File: src/rtl/dpram_fifo_pkg.sv
// Shared sizing defaults for the dual-port-RAM FIFO controller.
package dpram_fifo_pkg;
  localparam int DEF_DATA_W  = 8;
  localparam int DEF_ADDR_W  = 4;
  localparam int DEF_DEPTH   = 1 << DEF_ADDR_W;
  localparam int DEF_COUNT_W = DEF_ADDR_W + 2;
endpackage

File: src/rtl/dpram_fifo_ctrl_skid.sv
// Two-entry output FIFO absorbing RAM read returns; e0 is always the head.
module fifo_skid2
  import dpram_fifo_pkg::*;
#(
  parameter int DATA_W = DEF_DATA_W
) (
  input  logic              clk,
  input  logic              rst_n,
  input  logic              push,
  input  logic              pop,
  input  logic [DATA_W-1:0] din,
  output logic [DATA_W-1:0] head,
  output logic [1:0]        cnt
);
  logic [DATA_W-1:0] e0, e1;

  assign head = e0;

  // Caller guarantees no push when full without a pop, and no pop when empty.
  always_ff @(posedge clk or negedge rst_n) begin
    if (!rst_n) begin
      e0  <= '0;
      e1  <= '0;
      cnt <= '0;
    end else begin
      case ({push, pop})
        2'b10: begin
          if (cnt == 2'd0) e0 <= din;
          else             e1 <= din;
          cnt <= cnt + 2'd1;
        end
        2'b01: begin
          e0  <= e1;
          cnt <= cnt - 2'd1;
        end
        2'b11: begin
          if (cnt == 2'd2) begin
            e0 <= e1;
            e1 <= din;
          end else begin
            e0 <= din;
          end
        end
        default: ;
      endcase
    end
  end
endmodule

File: src/rtl/dpram_fifo_ctrl.sv
// FIFO controller driving DualportRam_rtl: port A writes, port B reads into a 2-entry skid.
module dpram_fifo_ctrl
  import dpram_fifo_pkg::*;
#(
  parameter int DATA_W = DEF_DATA_W,
  parameter int ADDR_W = DEF_ADDR_W,
  parameter int DEPTH  = DEF_DEPTH
) (
  input  logic              clk,
  input  logic              rst_n,
  input  logic              s_valid,
  output logic              s_ready,
  input  logic [DATA_W-1:0] s_data,
  output logic              m_valid,
  input  logic              m_ready,
  output logic [DATA_W-1:0] m_data,
  output logic [ADDR_W+1:0] count,
  output logic              empty,
  output logic              full,
  output logic              ovf_err,
  output logic [ADDR_W-1:0] addr_portA,
  output logic              wr_enb_portA,
  output logic [DATA_W-1:0] data_in_portA,
  output logic [ADDR_W-1:0] addr_portB,
  output logic              wr_enb_portB,
  output logic [DATA_W-1:0] data_in_portB,
  input  logic [DATA_W-1:0] data_out_portB
);
  localparam int COUNT_W = ADDR_W + 2;

  logic [ADDR_W-1:0] wr_ptr, rd_ptr;
  logic [ADDR_W:0]   ram_cnt;
  logic              rd_inflight;
  logic [1:0]        skid_cnt;
  logic [2:0]        skid_load;
  logic              push, pop, rd_issue, ram_full;

  assign ram_full = (ram_cnt == (ADDR_W+1)'(DEPTH));
  assign s_ready  = !ram_full;
  assign full     = ram_full;
  assign push     = s_valid && s_ready;
  assign m_valid  = (skid_cnt != 2'd0);
  assign pop      = m_valid && m_ready;

  // Issue only against committed RAM words, and only if the skid has room
  // for everything already on its way back (a pop this cycle frees one slot).
  assign skid_load = {1'b0, skid_cnt} + {2'b0, rd_inflight};
  assign rd_issue  = (ram_cnt != '0) && (skid_load < (3'd2 + {2'b0, pop}));

  assign addr_portA    = wr_ptr;
  assign wr_enb_portA  = push;
  assign data_in_portA = s_data;
  assign addr_portB    = rd_ptr;
  assign wr_enb_portB  = 1'b0;
  assign data_in_portB = '0;

  assign count = COUNT_W'(ram_cnt) + COUNT_W'(rd_inflight) + COUNT_W'(skid_cnt);
  assign empty = (count == '0);

  always_ff @(posedge clk or negedge rst_n) begin
    if (!rst_n) begin
      wr_ptr      <= '0;
      rd_ptr      <= '0;
      ram_cnt     <= '0;
      rd_inflight <= 1'b0;
      ovf_err     <= 1'b0;
    end else begin
      if (push)     wr_ptr <= wr_ptr + 1'b1;
      if (rd_issue) rd_ptr <= rd_ptr + 1'b1;
      rd_inflight <= rd_issue;
      case ({push, rd_issue})
        2'b10:   ram_cnt <= ram_cnt + 1'b1;
        2'b01:   ram_cnt <= ram_cnt - 1'b1;
        default: ;
      endcase
      if (s_valid && !s_ready) ovf_err <= 1'b1;
    end
  end

  fifo_skid2 #(.DATA_W(DATA_W)) u_skid (
    .clk   (clk),
    .rst_n (rst_n),
    .push  (rd_inflight),
    .pop   (pop),
    .din   (data_out_portB),
    .head  (m_data),
    .cnt   (skid_cnt)
  );
endmodule

File: config.mk
export PLATFORM = sky130hd
export DESIGN_NAME = dpram_fifo_ctrl
export DESIGN_NICKNAME = d
export VERILOG_FILES = /design/src/rtl/dpram_fifo_pkg.sv /design/src/rtl/dpram_fifo_ctrl_skid.sv /design/src/rtl/dpram_fifo_ctrl.sv
export SDC_FILE = /design/constraint.sdc
export NUM_CORES = 1
export LEC_CHECK = 0
export BUFFER_PORTS_ARGS = -buffer_cell sky130_fd_sc_hd__buf_4
export CAP_MARGIN = 20
export CORE_ASPECT_RATIO = 0.7
export CORE_MARGIN = 4
export CORE_UTILIZATION = 45
export DETAILED_ROUTE_END_ITERATION = 10
export PLACE_DENSITY = 0.69
export SYNTH_ARGS = -nofsm -noshare
export SYNTH_HDL_FRONTEND = slang
export SYNTH_SLANG_ARGS = --single-unit
File: constraint.sdc
create_clock -name clk -period 5.6 [get_ports clk]
set_clock_uncertainty 0.2 [all_clocks]
set_input_delay 0.28 -clock clk [delete_from_list [all_inputs] [get_ports clk]]
set_output_delay 0.28 -clock clk [all_outputs]
set_load 0.05 [all_outputs]
==> results.sh <==
export IMPL_status="completed"
export IMPL_crit_type="reg2reg"
export IMPL_synth_area_top_cells="sky130_fd_sc_hd__dfrtp_1 (43%), sky130_fd_sc_hd__ha_1 (7.8%), sky130_fd_sc_hd__buf_4 (7.0%), sky130_fd_sc_hd__xnor2_1 (5.9%), sky130_fd_sc_hd__mux2_2 (5.9%)"
export IMPL_portBuffers=39
export IMPL_floorplan_core_area_um2=4020
export IMPL_synth_largest_area_cell="sky130_fd_sc_hd__dfrtp_1"
export IMPL_die_width_um=86.1
export IMPL_syn_inst=184
export IMPL_die_height_um=62.7
export IMPL_finish_cell_count_without_fillers=272
export IMPL_globalRouteMet1Util_pct=20.8
export IMPL_floorplan_die_area_um2=5400
export IMPL_floorplan_initialDensity_pct=47.9
export IMPL_worst_slew_pin_transition_ps=665
export IMPL_detail_route_drc_violations=0
export IMPL_synth_top_flop_cell="sky130_fd_sc_hd__dfrtp_1"
export IMPL_area_growth_syn_to_layout_pct=17.5
export IMPL_grt_first_pass_wirelength_mm=5.87
export IMPL_grt_busiest_layer="met1"
export IMPL_ys_warn_count=0
export IMPL_h_tree_depth=2
export IMPL_drt_pass1_iterations=4
export IMPL_top_level_ports=65
export IMPL_tritoncts="done"
export IMPL_vias_in_the_first_global_route=1221
export IMPL_slew_viol_final=0
export IMPL_detail_route_iter0_violations=57
export IMPL_num_rows=19
export IMPL_ctsLongestPathBuffers=2
export IMPL_num_fill_cells=355
export IMPL_grt_ovfl_total=0
export IMPL_ff_to_ff_end="ram_cnt[4]"
export IMPL_yosys_area_top_type_share_pct=42.9
export IMPL_crit_path_start_kind="flop"
export IMPL_timing_hold_worst_class="in2reg"
export IMPL_via_count=1309
export IMPL_place_hpwl_mm=2.67
export IMPL_grt_use_met2_pct=18.5
export IMPL_worst_endpoint_arrival_ps=3070
export IMPL_max_cap_violations=0
export IMPL_antennaDiodeCount=0
export IMPL_cp_required_ps=5560
export IMPL_min_to="ovf_err"
export IMPL_final_hold_viol_count=0
export IMPL_layout_nets=254
export IMPL_yosys_register_bits=33
export IMPL_drt_wl_total_mm=3.47
export IMPL_clock_root_buffer="sky130_fd_sc_hd__clkbuf_8"
export IMPL_area_taken_by_multi_input_logic_gates_um2=920
export IMPL_critPathMaxFanout=9
export IMPL_setup_worst_path_end_class="flop"
export IMPL_globalplace_congestion=0.747
export IMPL_syn_cell_area_um2=1920
export IMPL_synth_cell_types=38
export IMPL_timing_final_crit_share_pct=55.6
export IMPL_max_clock_freq_mhz=321
export IMPL_clk_latency_ps=280
export IMPL_setup_reg_to_reg_worst_slack_ps=2490
export IMPL_finalCriticalPeriod_ps=3110
export IMPL_clkSlewWorstSetupHoldPaths_ps=70
export IMPL_cts_resized=0
export IMPL_tritoncts_num_buffers=5
export IMPL_total_track_usage_pct=13.8
export IMPL_hold_depth=2
export IMPL_worstHoldStart="s_valid"
export IMPL_reg2reg_depth=10
export IMPL_synth_edff_count=0
export IMPL_grt_setup_unrepaired="no"
export IMPL_setup_tns_final_ps=0
export IMPL_drive_above_1_share_pct=28.2
export IMPL_via_per_instance_ratio=4.81
export IMPL_post_drt_wl_per_cell_um=12.8
export IMPL_regToRegStartpoint="u_skid.cnt[0]"
export IMPL_grt_max_degree=34
export IMPL_slew_headroom_pct=55.5
export IMPL_synth_async_sr_flop_share_pct=100
export IMPL_antenna_found_initial=0
export IMPL_final_seq_area_um2=826
export IMPL_clock_sinks=33
export IMPL_synth_seq_area_share_pct=42.9
export IMPL_grt_use_met3_pct=3.69
export IMPL_synthesized_area_per_cell_um2=10.5
export IMPL_ant_nets=0
export IMPL_leading_cell_types_in_the_layout_fill_and_taps_excluded="sky130_fd_sc_hd__buf_4 (39), sky130_fd_sc_hd__dfrtp_1 (33), sky130_fd_sc_hd__nand2_1 (16), sky130_fd_sc_hd__inv_1 (16), sky130_fd_sc_hd__xnor2_1 (13)"
export IMPL_layout_cells_most_common="sky130_fd_sc_hd__buf_4"
export IMPL_report_final_setup_viol=0
export IMPL_dp_cells=263
## per-layer routing
metal / vias to the layer above / share of wire (%)
li1: 669 / -
met5: - / 0
met4: 0 / 1.5
met3: 7 / 6.3
met1: 597 / 51
met2: 36 / 42
## flip-flops by register name (all words and copies together), names as in the netlist
register     cells
u_skid.head      8
u_skid.cnt       2
u_skid.e1        8
ram_cnt          5
addr_portB       4
ovf_err          1
addr_portA       4
rd_inflight      1
## how the worst max path moves through the flow
stage                  start          to  slack, ps
2_1_floorplan     ram_cnt[2]  ram_cnt[4]       2690
3_3_place_gp   u_skid.cnt[0]  ram_cnt[4]       2620
3_5_place_dp   u_skid.cnt[0]  ram_cnt[4]       2530
4_1_cts        u_skid.cnt[0]  ram_cnt[4]       2500
5_1_grt        u_skid.cnt[0]  ram_cnt[4]       2250
6_report       u_skid.cnt[0]  ram_cnt[4]       2490
## cells in the mapped netlist, drive strengths merged, types with 2 or more instances
cell type  number
nand3           4
a21oi           5
o21ai          14
nand2          16
fa              3
a22oi           8
nor2            5
buf            19
mux2           11
a21o            2
xor2            2
dfrtp          33
ha             12
nor3            2
nor3b           2
inv            17
nand2b          2
xnor2          13
## kinds of logic (layout without fill, tap and decap cells)
family,after synthesis,in the layout,synth area share [%]
buf+inv,37,65,10.8
simple gates,38,38,9.70
flops,33,33,42.9
other cells,1,9,0.195
compound gates,34,34,12.0
fa+ha+maj,15,15,10.9
xor+xnor,15,15,6.83
mux,11,11,6.64
## what timing repair did
action / in CTS / in global routing
buffers inserted: 0 / 0
hold buffers: 1 / 0
hold endpoints to repair: 33 / 0
## through the flow
stage | area [um^2] | setup slack, ps | utilization, % | hold slack (ps)
after floorplan | 1950 | 2690 | - | -216
after global placement | 2170 | 2620 | 53.9 | 44.8
after detailed placement | 2170 | 2530 | 53.9 | 40.8
after CTS | 2260 | 2500 | 56.2 | 6.59
after global routing | 2260 | 2250 | 56.2 | 12.5
final | 2260 | 2490 | 56.2 | 12.6
## layout make-up
cell class              instances  share of cell area [%]
flip-flops and latches         33                    36.5
inverters                      17                    2.82
clock inverters                 2                   0.443
well taps                      52                    2.88
multi-input cells             122                    40.7
repair buffers                 40                    13.4
clock buffers                   6                    3.21
## critical path, stage by stage (launching register included)
cell	delay [ps]
sky130_fd_sc_hd__dfrtp_1	530
sky130_fd_sc_hd__ha_1	260
sky130_fd_sc_hd__ha_1	260
sky130_fd_sc_hd__o21ai_1	80
sky130_fd_sc_hd__nand2_1	130
sky130_fd_sc_hd__inv_1	70
sky130_fd_sc_hd__ha_1	300
sky130_fd_sc_hd__fa_1	430
sky130_fd_sc_hd__a21oi_1	260
sky130_fd_sc_hd__o21ai_0	130
sky130_fd_sc_hd__o311ai_0	330
Power is left out: the tool's default activity adds up to more than one toggle a clock period on the data nets, which glitch-free logic cannot reach.
